File: config.mk
export PLATFORM = sky130hd
export DESIGN_NAME = tetris_move_scheduler_flat
export DESIGN_NICKNAME = d
export VERILOG_FILES = /design/src/rtl/tetris_move_scheduler_pkg.sv /design/src/rtl/tetris_move_scheduler_if.sv /design/src/rtl/tetris_move_scheduler_btn_debounce.sv /design/src/rtl/tetris_move_scheduler.sv /design/src/flat_wrapper.sv
export SDC_FILE = /design/constraint.sdc
export NUM_CORES = 1
export LEC_CHECK = 0
export CELL_PAD_IN_SITES_DETAIL_PLACEMENT = 2
export CELL_PAD_IN_SITES_GLOBAL_PLACEMENT = 2
export CORE_ASPECT_RATIO = 0.9
export CORE_MARGIN = 2
export CORE_UTILIZATION = 32
export CTS_CLUSTER_DIAMETER = 200
export DETAILED_ROUTE_END_ITERATION = 6
export GPL_ROUTABILITY_DRIVEN = 0
export GPL_TIMING_DRIVEN = 0
export PLACE_DENSITY_LB_ADDON = 0.1
export SETUP_SLACK_MARGIN = 0.15
export SLEW_MARGIN = 20
export SYNTH_ARGS = -nofsm -noshare
export SYNTH_HDL_FRONTEND = slang
export SYNTH_SLANG_ARGS = --single-unit
File: constraint.sdc
create_clock -name clk -period 3.75 [get_ports clk]
set_clock_uncertainty 0.1 [all_clocks]
set_input_delay 0.9375 -clock clk [delete_from_list [all_inputs] [get_ports clk]]
set_output_delay 0.9375 -clock clk [all_outputs]
set_load 0.005 [all_outputs]
File: src/rtl/tetris_move_scheduler_pkg.sv
// tetris_pkg: shared types and constants for the tetris move scheduler
package tetris_pkg;
  typedef enum logic [1:0] {IDLE, ISSUE, WAIT, OVER} sched_state_t;
  typedef enum logic [1:0] {NONE, LEFT, RIGHT} joy_dir_t;
  typedef enum logic [1:0] {CMD_ROT, CMD_H, CMD_DN, CMD_G} cmd_t;
  localparam int LINES_PER_LEVEL = 10;
  localparam int LEVEL_MAX = 15;
endpackage

File: src/rtl/tetris_move_scheduler_if.sv
// tetris_move_scheduler_if: command/status link between the scheduler and tetris_grid
interface tetris_move_scheduler_if;
  logic grid_ready;
  logic row_cleared;
  logic game_over;
  logic move_left;
  logic move_right;
  logic move_down;
  logic rotate;
  logic busy;
  logic [3:0] level;
  modport master (
    input grid_ready, row_cleared, game_over,
    output move_left, move_right, move_down, rotate, busy, level
  );
  modport slave (
    output grid_ready, row_cleared, game_over,
    input move_left, move_right, move_down, rotate, busy, level
  );
endinterface

File: src/rtl/tetris_move_scheduler_btn_debounce.sv
// btn_debounce: synchronises a raw pushbutton, filters bounce and flags the debounced press
module btn_debounce #(
  parameter int DEBOUNCE_CYC = 500000
) (
  input  logic clk,
  input  logic reset_n,
  input  logic raw,
  output logic level,
  output logic rise
);
  localparam int W = $clog2(DEBOUNCE_CYC + 1);
  logic raw_s, raw_p;
  logic [W-1:0] cnt;
  // any raw change restarts the count; level follows after DEBOUNCE_CYC stable cycles
  always_ff @(posedge clk or negedge reset_n)
    if (!reset_n) begin
      raw_s <= 1'b0;
      raw_p <= 1'b0;
      cnt   <= '0;
      level <= 1'b0;
      rise  <= 1'b0;
    end else begin
      raw_s <= raw;
      raw_p <= raw_s;
      rise  <= 1'b0;
      if (raw_s != raw_p || raw_p == level) cnt <= '0;
      else if (cnt == W'(DEBOUNCE_CYC - 1)) begin
        cnt   <= '0;
        level <= raw_p;
        rise  <= raw_p;
      end else cnt <= cnt + 1'b1;
    end
endmodule

File: src/rtl/tetris_move_scheduler.sv
// tetris_move_scheduler: arbitrates gravity, joystick, rotate and soft drop into single move pulses
// LEVEL_SPEEDUP_EN: when defined, the gravity period shortens with the level
module tetris_move_scheduler
  import tetris_pkg::*;
#(
  parameter int GRAVITY_CYC  = 25000000,
  parameter int DAS_CYC      = 8000000,
  parameter int ARR_CYC      = 2500000,
  parameter int DEBOUNCE_CYC = 500000,
  parameter int TH_RIGHT     = 2000,
  parameter int TH_LEFT      = 1300,
  parameter int HYST         = 50
) (
  input  logic        clk,
  input  logic        reset_n,
  input  logic [11:0] adc_value,
  input  logic        btn_rotate,
  input  logic        btn_down,
  tetris_move_scheduler_if.master grid
);
  localparam int GW = $clog2(GRAVITY_CYC + 1);
  localparam int HW = $clog2((DAS_CYC > ARR_CYC ? DAS_CYC : ARR_CYC) + 1);
  sched_state_t state, state_nx;
  joy_dir_t dir, dir_hold, dir_nx;
  cmd_t win;
  logic pend_rot, pend_h, pend_dn, pend_g;
  logic rot_rise, dn_rise, rot_lvl_unused, dn_lvl_unused;
  logic issue, go_rot, go_h, go_dn, go_g, g_wrap, h_exp;
  logic [GW-1:0] g_cnt, g_per;
  logic [HW-1:0] h_cnt;
  logic [7:0] lines;

  btn_debounce #(.DEBOUNCE_CYC(DEBOUNCE_CYC)) u_rot (
    .clk(clk), .reset_n(reset_n), .raw(btn_rotate), .level(rot_lvl_unused), .rise(rot_rise)
  );
  btn_debounce #(.DEBOUNCE_CYC(DEBOUNCE_CYC)) u_dn (
    .clk(clk), .reset_n(reset_n), .raw(btn_down), .level(dn_lvl_unused), .rise(dn_rise)
  );

  // joystick band with hysteresis; leaving a side always drops to NONE before re-entering
  always_comb begin
    dir_hold = ((dir == RIGHT && adc_value <= 12'(TH_RIGHT - HYST)) ||
                (dir == LEFT && adc_value >= 12'(TH_LEFT + HYST))) ? NONE : dir;
    dir_nx = dir_hold != NONE ? dir_hold :
             adc_value > 12'(TH_RIGHT) ? RIGHT :
             adc_value < 12'(TH_LEFT) ? LEFT : NONE;
  end

  assign h_exp  = dir != NONE && dir_nx == dir && h_cnt == '0;
  assign g_wrap = g_cnt >= g_per - 1'b1;
  assign win    = pend_rot ? CMD_ROT : pend_h ? CMD_H : pend_dn ? CMD_DN : CMD_G;
  assign go_rot = issue && win == CMD_ROT;
  assign go_h   = issue && win == CMD_H;
  assign go_dn  = issue && win == CMD_DN;
  assign go_g   = issue && win == CMD_G;
  assign grid.level = lines >= 8'(LINES_PER_LEVEL * LEVEL_MAX) ? 4'(LEVEL_MAX)
                                                               : 4'(lines / 8'(LINES_PER_LEVEL));

`ifdef LEVEL_SPEEDUP_EN
  localparam int GSTEP = GRAVITY_CYC / 20;
  int g_per_lvl;
  assign g_per_lvl = GRAVITY_CYC - int'(grid.level) * GSTEP;
  // the shortened period is picked up only at a wrap so a running interval is never cut
  always_ff @(posedge clk or negedge reset_n)
    if (!reset_n) g_per <= GW'(GRAVITY_CYC);
    else if (g_wrap) g_per <= GW'(g_per_lvl < GSTEP ? GSTEP : g_per_lvl);
`else
  assign g_per = GW'(GRAVITY_CYC);
`endif

  // scheduler next state: one command in flight, game over is terminal
  always_comb begin
    state_nx = state;
    issue = 1'b0;
    case (state)
      IDLE:
        if (grid.game_over) state_nx = OVER;
        else if (grid.grid_ready && (pend_rot || pend_h || pend_dn || pend_g)) begin
          state_nx = ISSUE;
          issue = 1'b1;
        end
      ISSUE:   state_nx = WAIT;
      WAIT:    state_nx = grid.grid_ready ? IDLE : WAIT;
      default: state_nx = OVER;
    endcase
  end

  // scheduler state register
  always_ff @(posedge clk or negedge reset_n)
    if (!reset_n) state <= IDLE;
    else state <= state_nx;

  // command pulses and busy are registered from the issue decision
  always_ff @(posedge clk or negedge reset_n)
    if (!reset_n) begin
      grid.rotate     <= 1'b0;
      grid.move_left  <= 1'b0;
      grid.move_right <= 1'b0;
      grid.move_down  <= 1'b0;
      grid.busy       <= 1'b0;
    end else begin
      grid.rotate     <= go_rot;
      grid.move_left  <= go_h && dir == LEFT;
      grid.move_right <= go_h && dir == RIGHT;
      grid.move_down  <= go_dn || go_g;
      grid.busy       <= state_nx == WAIT;
    end

  // pending requests: a fresh trigger beats the clear from its own issue, soft drop absorbs gravity
  always_ff @(posedge clk or negedge reset_n)
    if (!reset_n) begin
      pend_rot <= 1'b0;
      pend_h   <= 1'b0;
      pend_dn  <= 1'b0;
      pend_g   <= 1'b0;
    end else if (state == OVER) begin
      pend_rot <= 1'b0;
      pend_h   <= 1'b0;
      pend_dn  <= 1'b0;
      pend_g   <= 1'b0;
    end else begin
      pend_rot <= rot_rise || (pend_rot && !go_rot);
      pend_h   <= dir_nx != NONE && (dir_nx != dir || h_exp || (pend_h && !go_h));
      pend_dn  <= dn_rise || (pend_dn && !go_dn);
      pend_g   <= !go_dn && (g_wrap || (pend_g && !go_g));
    end

  // joystick direction and DAS/ARR repeat counter
  always_ff @(posedge clk or negedge reset_n)
    if (!reset_n) begin
      dir   <= NONE;
      h_cnt <= '0;
    end else begin
      dir   <= dir_nx;
      h_cnt <= dir_nx == NONE ? '0 :
               dir_nx != dir ? HW'(DAS_CYC - 1) :
               h_exp ? HW'(ARR_CYC - 1) : h_cnt - 1'b1;
    end

  // free-running gravity counter, restarted by a soft drop
  always_ff @(posedge clk or negedge reset_n)
    if (!reset_n) g_cnt <= '0;
    else g_cnt <= (go_dn || g_wrap) ? '0 : g_cnt + 1'b1;

  // cleared-line counter saturates so the level never wraps back down
  always_ff @(posedge clk or negedge reset_n)
    if (!reset_n) lines <= '0;
    else if (grid.row_cleared && state != OVER && lines != 8'hFF) lines <= lines + 1'b1;
endmodule
File: src/flat_wrapper.sv
// flat-port wrapper written by rule: the top's interface ports become plain ports
module tetris_move_scheduler_flat import tetris_pkg::*;
#(
  parameter int GRAVITY_CYC  = 25000000,
  parameter int DAS_CYC      = 8000000,
  parameter int ARR_CYC      = 2500000,
  parameter int DEBOUNCE_CYC = 500000,
  parameter int TH_RIGHT     = 2000,
  parameter int TH_LEFT      = 1300,
  parameter int HYST         = 50
)
  (clk, reset_n, adc_value, btn_rotate, btn_down, grid_grid_ready, grid_row_cleared, grid_game_over, grid_move_left, grid_move_right, grid_move_down, grid_rotate, grid_busy, grid_level);
  tetris_move_scheduler_if grid_i ();
  input  logic clk;
  input  logic reset_n;
  input  logic [11:0] adc_value;
  input  logic btn_rotate;
  input  logic btn_down;
  input wire logic [$bits(grid_i.grid_ready)-1:0] grid_grid_ready;
  input wire logic [$bits(grid_i.row_cleared)-1:0] grid_row_cleared;
  input wire logic [$bits(grid_i.game_over)-1:0] grid_game_over;
  output wire logic [$bits(grid_i.move_left)-1:0] grid_move_left;
  output wire logic [$bits(grid_i.move_right)-1:0] grid_move_right;
  output wire logic [$bits(grid_i.move_down)-1:0] grid_move_down;
  output wire logic [$bits(grid_i.rotate)-1:0] grid_rotate;
  output wire logic [$bits(grid_i.busy)-1:0] grid_busy;
  output wire logic [$bits(grid_i.level)-1:0] grid_level;
  assign grid_i.grid_ready = grid_grid_ready;
  assign grid_i.row_cleared = grid_row_cleared;
  assign grid_i.game_over = grid_game_over;
  assign grid_move_left = grid_i.move_left;
  assign grid_move_right = grid_i.move_right;
  assign grid_move_down = grid_i.move_down;
  assign grid_rotate = grid_i.rotate;
  assign grid_busy = grid_i.busy;
  assign grid_level = grid_i.level;
  tetris_move_scheduler #(.GRAVITY_CYC(GRAVITY_CYC), .DAS_CYC(DAS_CYC), .ARR_CYC(ARR_CYC), .DEBOUNCE_CYC(DEBOUNCE_CYC), .TH_RIGHT(TH_RIGHT), .TH_LEFT(TH_LEFT), .HYST(HYST)) u_core (.clk(clk), .reset_n(reset_n), .adc_value(adc_value), .btn_rotate(btn_rotate), .btn_down(btn_down), .grid(grid_i));
endmodule
==> flow_summary_export.csv, run 1 <==
group,metric,value,unit
sta,finalHoldViolCount,0,
sta,setup_tns,0,ps
clock_network,max-clock-path-buffers,2,
clock_network,cts_root_buf,"clkbuf_16",
status,status,"completed",
hold_path,holdCritStartpoint,"u_core.u_rot.raw_s$_DFF_PN0_",
setup_path,cp-startpoint,"u_core.lines[6]$_DFFE_PN0P_",
sta,maxSlewViolCount,0,
global_route,grt_max_degree,73,
drt,drc_errors,0,
drt,avgRoutedWirePerCell,17.5,um
synthesis,synth.most_common_cell,"dfrtp_1",
hold_path,hold_path.class,"reg -> reg",
sta,fmax,292,MHz
synthesis,syn-num-nets,672,
synthesis,synthDistinctLibCells,64,
global_route,grt_pass1_vias,5628,
drt,wl,16600,um
finish,instances_no_fill,947,
sta,setup_violations,0,
synthesis,synth_area_per_cell,9.48,um^2
finish,layout.nets,721,
synthesis,ys_warn_count,0,
synthesis,yosysTopAreaCell,"dfrtp_1",
clock_network,cts.clk_slew.worst_paths,50,ps
synthesis,synth_edf_count,0,
sta,maxSlewHeadroom,0.370,
placed_design,place_ws,-14.1,ps
synthesis,ys_top_cells_by_area,"dfrtp_1, xnor2_1, nor2_1, xor2_1, nor3_1",
floorplanning,die_h,135,um
power_and_ir_drop,ir_worst_vdd,0.257,mV
floorplanning,core-area,18500,um^2
sta,fin_crit_sh,0.913,
setup_path,path_cells,"clkbuf_8 -> or3b_2 -> o32ai_1 -> a21oi_1 -> buf_4 -> nand3_1 -> clkdlybuf4s50_1",
sta,timing.hold.ws,306,ps
setup_path,startpoint_type,"flop",
synthesis,ys.flop_type,"dfrtp_1",
synthesis,ys_seq_area_frac,0.473,
floorplanning,start_util,0.328,
drt,firstDrtPassIters,4,
global_route,grt_pass1_wl,28800,um
floorplanning,rows,47,
floorplanning,die-area,20100,um^2
synthesis,synth_top_area_share,0.473,
clock_network,cts_sinks,115,
synthesis,ys_async_sr_fraction,1.00,
power_and_ir_drop,power.leakage,2.97,nW
setup_path,worst-path-max-fanout,10,
global_route,overflow,0,
global_route,grt_use_total,0.179,
placed_design,numPortBuffers,27,
synthesis,netlist_instances,642,
clock_network,h-tree-depth,4,
setup_path,endpoint_kind,"output port",
floorplanning,dieWidth,149,um
finish,antenna_cells,0,
power_and_ir_drop,powerDensity,558,nW/um^2
synthesis,netlist_area,6080,um^2
global_route,antenna_found_initial,0,
sta,timing.final.crit_period,3420,ps
sta,grt_setup_unrepaired,"false",
sta,worst_slew_pin_slew,936,ps
drt,drt_iter0_drc,174,
setup_path,crit_type,"reg -> out",
setup_path,slowest_stage,"clkdlybuf4s50_1",
clock_network,clock_latency,410,ps
setup_path,regToRegStartpoint,"u_core.h_cnt[7]$_DFF_PN0_",
setup_path,crit_required,2710,ps
floorplanning,io_pins,28,
drt,ant_nets,0,
finish,drive_above_1_share,0.0855,
drt,vias,5015,
synthesis,synthTopCellsByCount,"dfrtp_1, nor2_1, xnor2_1, nand2_1, nor3_1",
setup_path,arrival,2380,ps
setup_path,max_stage_delay,500,ps
job,maxCapViolCount,0,
sta,setup_slack,328,ps
placed_design,dp_cells,915,
drt,viasPerCell,5.30,
clock_network,cts-buffers-inserted,17,
clock_network,tritoncts,"done",
placed_design,hpwl,11600,um
synthesis,synth-seq-cells,115,
finish,final_util,0.396,
finish,syn_to_final_growth,20.7,%
worst paths after layout:
kind	endpoint	slack [ps]	cells after the start
setup reg to reg	u_core.pend_h$_DFF_PN0_	720	7
max in group asynchronous	u_core.lines[7]$_DFFE_PN0P_	2480	2
min in group asynchronous	u_core.h_cnt[20]$_DFF_PN0_	370	1
hold / removal	u_core.u_rot.raw_p$_DFF_PN0_	310	0
hold reg to reg	u_core.u_rot.raw_p$_DFF_PN0_	310	0
setup / recovery	grid_level[1]	330	7
layer usage:
metal	global-route usage	wire length, um	up-vias
li1	-	-	2368
met4	0.0444	158	0
met3	0.0351	352	12
met1	0.236	7880	2588
met2	0.305	8200	47
met5	0	0	-
timing repair:
action / CTS / global route
gates cloned: 0 / 0
buffers inserted: 2 / 0
pin swaps: 4 / 0
hold buffers: 0 / 0
setup endpoints to repair: 1 / 1
gates resized for setup: 20 / 2
per-stage QoR:
| step | instance area [um^2] | power (mW) |
|---|---|---|
| floorplan | 6080 | 2.15 |
| global placement | 6660 | 2.40 |
| detailed placement | 6700 | 2.46 |
| CTS | 7330 | 4.14 |
| global route | 7340 | 4.36 |
| finish | 7340 | 4.10 |
state kept, by name, summed over array words and instances (netlist names), 2 cells and up:
| register | count |
|---|---|
| u_core.h_cnt | 23 |
| u_core.u_rot.cnt | 19 |
| u_core.dir | 2 |
| u_core.g_cnt | 25 |
| u_core.u_dn.cnt | 19 |
| u_core.state | 2 |
| u_core.lines | 8 |
area by class of cell:
class	count	area [um^2]
plain buffers	26	135
clock buffers	25	495
clock inverters	5	75.1
fillers	2018	11200
inverters	26	103
multi-input cells	475	3030
flip-flops and latches	115	2880
well taps	245	307
repair buffers	30	313
worst max-delay path: cells and delay by family, from the launching register on:
family	cells	cell delay, ps
flops	1	400
compound gates	2	230
buf+inv	3	830
simple gates	2	530
report_power, final:
group          switching [mW]  total (mW)  leakage [nW]  internal (mW)
Sequential              0.171        1.56          1.49           1.39
Combinational           0.546       0.948          1.20          0.402
Clock                   0.550        1.59         0.283           1.04
placed cells by master (no fill, tap or decap), types with 20 or more instances in the layout:
| cell | count |
|---|---|
| nor3_1 | 40 |
| nor2_1 | 83 |
| xnor2_1 | 56 |
| inv_1 | 25 |
| nand3_1 | 28 |
| clkbuf_1 | 20 |
| dfrtp_1 | 114 |
| nand2_1 | 43 |
| xor2_1 | 25 |
| clkdlybuf4s50_1 | 25 |
kinds of logic after synthesis:
group	synth area share
and+or+nand+nor	0.255
DFF	0.473
AOI/OAI and AO/OA	0.0956
xor gates and xnor gates	0.117
buffers and inverters	0.0335
adders and majority gates	0.0226
muxes	0.00329
Power figures use the tool's default switching activity.
==> run 2: changes to the inputs <==
--- a/config.mk
+++ b/config.mk
@@ -9,7 +9,7 @@
 export CELL_PAD_IN_SITES_GLOBAL_PLACEMENT = 2
 export CORE_ASPECT_RATIO = 0.9
 export CORE_MARGIN = 2
-export CORE_UTILIZATION = 32
+export CORE_UTILIZATION = 39
 export CTS_CLUSTER_DIAMETER = 200
 export DETAILED_ROUTE_END_ITERATION = 6
 export GPL_ROUTABILITY_DRIVEN = 0
==> run 2 against run 1 <==
Effect of this change:
- sequential power hardly changed
- clock power is 13% higher
- routed wire length is 4.8% higher
- first-iteration DRC count is 4.6% lower
- non-clock buffer count is 1 higher
- sequential share of layout area is 0.17 points lower
- die area is 17% lower
- worst setup slack worse by 58 ps
- clock-buffer cell count is 3 lower
- hold slack better by 23 ps
- power is 5.9% higher
- critical endpoint unchanged
- largest cell class unchanged
- highest routed layer unchanged
==> flow_summary_export.csv, run 2 (synthesis gave the netlist of run 1 again) <==
group,metric,value,unit
global_route,grt_pass1_vias,5590,
setup_path,arrival,2440,ps
setup_path,r2r_slack,720,ps
hold_path,hold_depth,0,
floorplanning,rows,43,
sta,maxSlewHeadroom,0.372,
setup_path,reg2reg_depth,7,
clock_network,cts_root_buf,"clkbuf_16",
job,maxCapViolCount,0,
floorplanning,start_util,0.397,
clock_network,cts-buffers-inserted,17,
drt,wl_met2,8740,um
floorplanning,die_h,122,um
sta,fmax,287,MHz
global_route,overflow,0,
finish,layout.nets,722,
drt,avgRoutedWirePerCell,19.2,um
finish,largest_registers,"u_core.g_cnt x25, u_core.h_cnt x23",
setup_path,crit_type,"reg -> out",
drt,viasPerCell,5.55,
power_and_ir_drop,powerDensity,589,nW/um^2
setup_path,regToRegStartpoint,"u_core.h_cnt[6]$_DFF_PN0_",
sta,fin_crit_sh,0.928,
placed_design,dp_cells,872,
setup_path,worstReg2RegEnd,"u_core.h_cnt[1]$_DFF_PN0_",
finish,largest_reg_flops,25,
clock_network,h-tree-depth,4,
hold_path,whs_endpoint,"u_core.u_dn.raw_p$_DFF_PN0_",
status,status,"completed",
global_route,grt_max_degree,72,
drt,drt_iter0_drc,166,
sta,maxSlewViolCount,0,
clock_network,tritoncts,"done",
finish,syn_to_final_growth,21.2,%
drt,firstDrtPassIters,4,
finish,antenna_cells,0,
drt,ant_nets,0,
drt,wl,17400,um
finish,design_area,7370,um^2
floorplanning,core-area,15300,um^2
global_route,antenna_found_initial,0,
clock_network,cts.clk_slew.worst_paths,60,ps
finish,final_cell_mix,"dfrtp_1, nor2_1, xnor2_1",
global_route,grt_use_total,0.228,
clock_network,clock_latency,420,ps
clock_network,cts_hold_buffers,0,
power_and_ir_drop,total_power,4.34,mW
finish,layout_commonest_cell,"dfrtp_1",
placed_design,place_area,6640,um^2
sta,setup_tns,0,ps
clock_network,cts_sinks,115,
power_and_ir_drop,power.leakage,3.01,nW
finish,drive_above_1_share,0.0936,
finish,instances_no_fill,907,
drt,drc_errors,0,
sta,grt_setup_unrepaired,"false",
hold_path,holdCritStartpoint,"u_core.u_dn.raw_s$_DFF_PN0_",
floorplanning,die-area,16600,um^2
placed_design,place_ws,-12.9,ps
floorplanning,dieWidth,136,um
placed_design,numPortBuffers,27,
drt,highest_layer,"met4",
setup_path,startpoint_type,"flop",
global_route,grt_pass1_wl,29500,um
setup_path,crit_required,2710,ps
floorplanning,io_pins,28,
drt,vias,5032,
clock_network,max-clock-path-buffers,2,
sta,finalHoldViolCount,0,
power_and_ir_drop,ir_worst_vdd,0.381,mV
sta,setup_violations,0,
sta,timing.final.crit_period,3480,ps
setup_path,worst-path-max-fanout,10,
placed_design,hpwl,11500,um
drt,wl_met1,8050,um
finish,top_register,"u_core.g_cnt",
sta,worst_slew_pin_slew,934,ps
setup_path,endpoint_kind,"output port",
drt,met3_length,414,um
hold_path,hold_path.class,"reg -> reg",
sta,setup_slack,270,ps
-- run 2: layer usage --
| layer | vias to the layer above | global-route usage |
|---|---|---|
| li1 | 2374 | - |
| met1 | 2593 | 0.298 |
| met2 | 50 | 0.385 |
| met3 | 15 | 0.0471 |
| met4 | 0 | 0.0645 |
| met5 | - | 0 |
-- run 2: layout make-up --
| cell class | count | area, um^2 |
|---|---|---|
| tap | 202 | 253 |
| sequential | 115 | 2880 |
| buffer | 26 | 119 |
| timing repair buffer | 31 | 320 |
| inverter | 26 | 103 |
| multi-input combinational | 475 | 3050 |
| clock buffer | 22 | 474 |
| clock inverter | 10 | 178 |
| fill | 1634 | 7960 |
-- run 2: through the flow --
stage,hold WS (ps),utilization
global route,351,0.481
floorplan,274,-
CTS,331,0.480
detailed placement,313,0.433
global placement,300,0.431
finish,329,0.481
-- run 2: worst max path at each step --
stage / end / startpoint / slack [ps] / cells after the start
finish: grid_level[1] / u_core.lines[6]$_DFFE_PN0P_ / 270 / 7
floorplan: grid_level[0] / u_core.lines[7]$_DFFE_PN0P_ / 1030 / 6
CTS: grid_level[1] / u_core.lines[6]$_DFFE_PN0P_ / 220 / 7
global route: grid_level[1] / u_core.lines[2]$_DFFE_PN0P_ / 160 / 7
detailed placement: grid_level[0] / u_core.lines[7]$_DFFE_PN0P_ / -10 / 7
global placement: u_core.u_rot.cnt[12]$_DFF_PN0_ / reset_n / -3020 / 1
-- run 2: repair_timing --
item                                    CTS  global route
pin swaps                                 2             0
buffers inserted                          3             0
resized for setup                        19             1
endpoints found under the setup margin    2             1
-- run 2: worst max-delay path: stages, from the launching register on --
cell and delay (ps):
dfrtp_1 400, buf_4 190, or3b_2 490, o32ai_2 120, a21oi_1 110, buf_4 160
nand3_1 70, clkdlybuf4s50_1 500
-- run 2: where the power goes --
group | switching, mW | internal [mW] | total [mW]
clock | 0.576 | 1.23 | 1.80
sequential | 0.183 | 1.39 | 1.57
combinational | 0.563 | 0.403 | 0.965
==> run 3: changes to the inputs <==
--- a/config.mk
+++ b/config.mk
@@ -19,4 +19,5 @@
 export SLEW_MARGIN = 20
 export SYNTH_ARGS = -nofsm -noshare
 export SYNTH_HDL_FRONTEND = slang
+export SYNTH_HIERARCHICAL = 1
 export SYNTH_SLANG_ARGS = --single-unit
==> run 3 against run 2 <==
Effect of this change:
- sequential cell count did not move
- critical path depth rose by 2
- maximum frequency barely moved
- global-route usage rose by 0.49 points
==> flow_summary_export.csv, run 3 <==
group,metric,value,unit
status,status,"completed",
sta,finalHoldViolCount,0,
placed_design,place_area,6820,um^2
finish,largest_registers,"u_core/g_cnt x25, u_core/h_cnt x23",
power_and_ir_drop,ir_worst_vdd,0.335,mV
floorplanning,dieWidth,138,um
synthesis,netlist_area,6270,um^2
drt,ant_nets,0,
global_route,grt_pass1_vias,5857,
sta,maxSlewHeadroom,0.405,
synthesis,synth-seq-cells,115,
floorplanning,io_pins,28,
sta,worst_slew_pin_slew,885,ps
clock_network,max-clock-path-buffers,2,
setup_path,reg2reg_depth,6,
drt,wl,18400,um
sta,fmax,287,MHz
synthesis,syn-num-nets,694,
setup_path,arrival,2450,ps
sta,fin_crit_sh,0.929,
placed_design,place_ws,-263,ps
synthesis,synthDistinctLibCells,62,
finish,top_register,"u_core/g_cnt",
placed_design,numPortBuffers,27,
drt,vias,5328,
floorplanning,start_util,0.403,
finish,layout_commonest_cell,"dfrtp_1",
sta,maxSlewViolCount,0,
finish,layout.nets,745,
global_route,grt_use_total,0.233,
floorplanning,rows,43,
sta,setup_slack,267,ps
synthesis,ys_seq_area_frac,0.459,
synthesis,ys_async_sr_fraction,1.00,
sta,grt_setup_unrepaired,"true",
clock_network,h-tree-depth,4,
job,maxCapViolCount,0,
clock_network,cts_sinks,115,
finish,final_cell_mix,"dfrtp_1, nor2_1, xnor2_1",
clock_network,tritoncts,"done",
clock_network,cts.clk_slew.worst_paths,60,ps
finish,largest_reg_flops,25,
synthesis,ys.flop_type,"dfrtp_1",
setup_path,crit_type,"reg -> out",
clock_network,cts-buffers-inserted,17,
floorplanning,die-area,17100,um^2
synthesis,synthTopCellsByCount,"dfrtp_1, nor2_1, xnor2_1, nand2_1, a21oi_1",
floorplanning,core-area,15500,um^2
drt,avgRoutedWirePerCell,19.8,um
finish,drive_above_1_share,0.113,
clock_network,cts_root_buf,"clkbuf_16",
synthesis,synth_top_area_share,0.459,
drt,firstDrtPassIters,4,
global_route,antenna_found_initial,0,
floorplanning,die_h,124,um
drt,drt_iter0_drc,236,
power_and_ir_drop,powerDensity,568,nW/um^2
synthesis,ys_warn_count,6,
drt,viasPerCell,5.73,
clock_network,clock_latency,430,ps
finish,design_area,7470,um^2
sta,setup_tns,0,ps
drt,drc_errors,0,
synthesis,ys_top_cells_by_area,"dfrtp_1, xnor2_1, nor2_1, xor2_1, nand2_1",
setup_path,worst-path-max-fanout,5,
global_route,grt_pass1_wl,31200,um
synthesis,yosysTopAreaCell,"dfrtp_1",
hold_path,hold_path.class,"in -> async",
synthesis,synth_edf_count,0,
setup_path,crit_required,2710,ps
synthesis,synth.most_common_cell,"dfrtp_1",
global_route,overflow,0,
synthesis,synth_area_per_cell,9.44,um^2
sta,timing.final.crit_period,3480,ps
finish,antenna_cells,0,
global_route,grt_max_degree,74,
power_and_ir_drop,power.leakage,2.98,nW
finish,syn_to_final_growth,19.2,%
setup_path,r2r_slack,730,ps
placed_design,hpwl,12600,um
synthesis,netlist_instances,664,
finish,nFillCells,1680,
setup_path,endpoint_kind,"output port",
sta,setup_violations,0,
setup_path,startpoint_type,"flop",
## run 3: changes by cell type after synthesis, moves of 5 or more
cell,previous run,this run
a21oi_1,12,35
nor3_1,40,25
a31oi_1,18,6
clkbuf_1,23,13
nor3b_1,5,15
o21ai_0,12,21
nor4_1,15,22
and4b_1,6,0
nand2_1,43,48
## run 3: final timing paths
path	from	end
max	u_core/lines[0]$_DFFE_PN0P_	grid_level[0]
min	reset_n	u_core/h_cnt[17]$_DFF_PN0_
max reg2reg	u_core/g_cnt[2]$_DFF_PN0_	u_core/g_cnt[7]$_DFF_PN0_
min reg2reg	u_core/u_rot/raw_s$_DFF_PN0_	u_core/u_rot/raw_p$_DFF_PN0_
max in group asynchronous	reset_n	u_core/lines[1]$_DFFE_PN0P_
min in group clk	u_core/u_rot/raw_s$_DFF_PN0_	u_core/u_rot/raw_p$_DFF_PN0_
## run 3: layout make-up
class / count / area (um^2) / area share
plain buffers: 22 / 125 / 0.0167
clock buffers: 23 / 488 / 0.0653
clock inverters: 9 / 103 / 0.0137
inverters: 28 / 105 / 0.0141
multi-input cells: 499 / 3190 / 0.427
flip-flops and latches: 115 / 2880 / 0.385
well taps: 202 / 253 / 0.0338
repair buffers: 32 / 328 / 0.0439
## run 3: where the power goes
group	leakage, nW	internal (mW)	switching, mW
sequential	1.46	1.38	0.141
combinational	1.23	0.445	0.643
clock	0.285	1.04	0.592
## run 3: layer usage
metal	vias to the layer above	part of all wire	wire, um	track usage
met5	-	0	0	0
met3	16	0.025	464	0.0529
met2	60	0.50	9260	0.383
met1	2768	0.46	8490	0.303
li1	2484	-	-	-
met4	0	0.011	208	0.0734
## run 3: what timing repair did
item | CTS | global route
pin swaps | 2 | 2
gates cloned | 0 | 0
setup buffers | 2 | 2
hold endpoints to repair | 0 | 0
setup endpoints to repair | 3 | 8
hold buffers | 0 | 0
gates resized for setup | 13 | 8
## run 3: logic make-up (layout without fill, tap and decap cells)
| group | Yosys count | in the layout | synth area share |
|---|---|---|---|
| muxes | 2 | 2 | 0.00339 |
| DFF | 115 | 115 | 0.459 |
| AOI/OAI and AO/OA | 109 | 109 | 0.114 |
| xor gates and xnor gates | 73 | 73 | 0.102 |
| adders and majority gates | 11 | 11 | 0.0220 |
| and+or+nand+nor | 304 | 304 | 0.265 |
| buffers and inverters | 50 | 114 | 0.0353 |
## run 3: through the flow
| stage | power (mW) | utilization | std cells | hold WS, ps |
|---|---|---|---|---|
| after floorplan | 2.17 | - | 664 | 289 |
| after global placement | 2.47 | 0.437 | 893 | 309 |
| after detailed placement | 2.56 | 0.439 | 894 | 318 |
| after CTS | 4.25 | 0.479 | 928 | 330 |
| after global routing | 4.48 | 0.480 | 930 | 332 |
| final | 4.24 | 0.480 | 930 | 326 |
## run 3: worst max-delay path, cell delays in order, from the launching register on
cell,delay [ps]
dfrtp_1,350
inv_1,80
ha_2,210
o21ai_4,170
buf_4,160
nor3_1,50
a211o_1,280
a222oi_1,230
o2111ai_1,180
dlygate4sd2_1,300
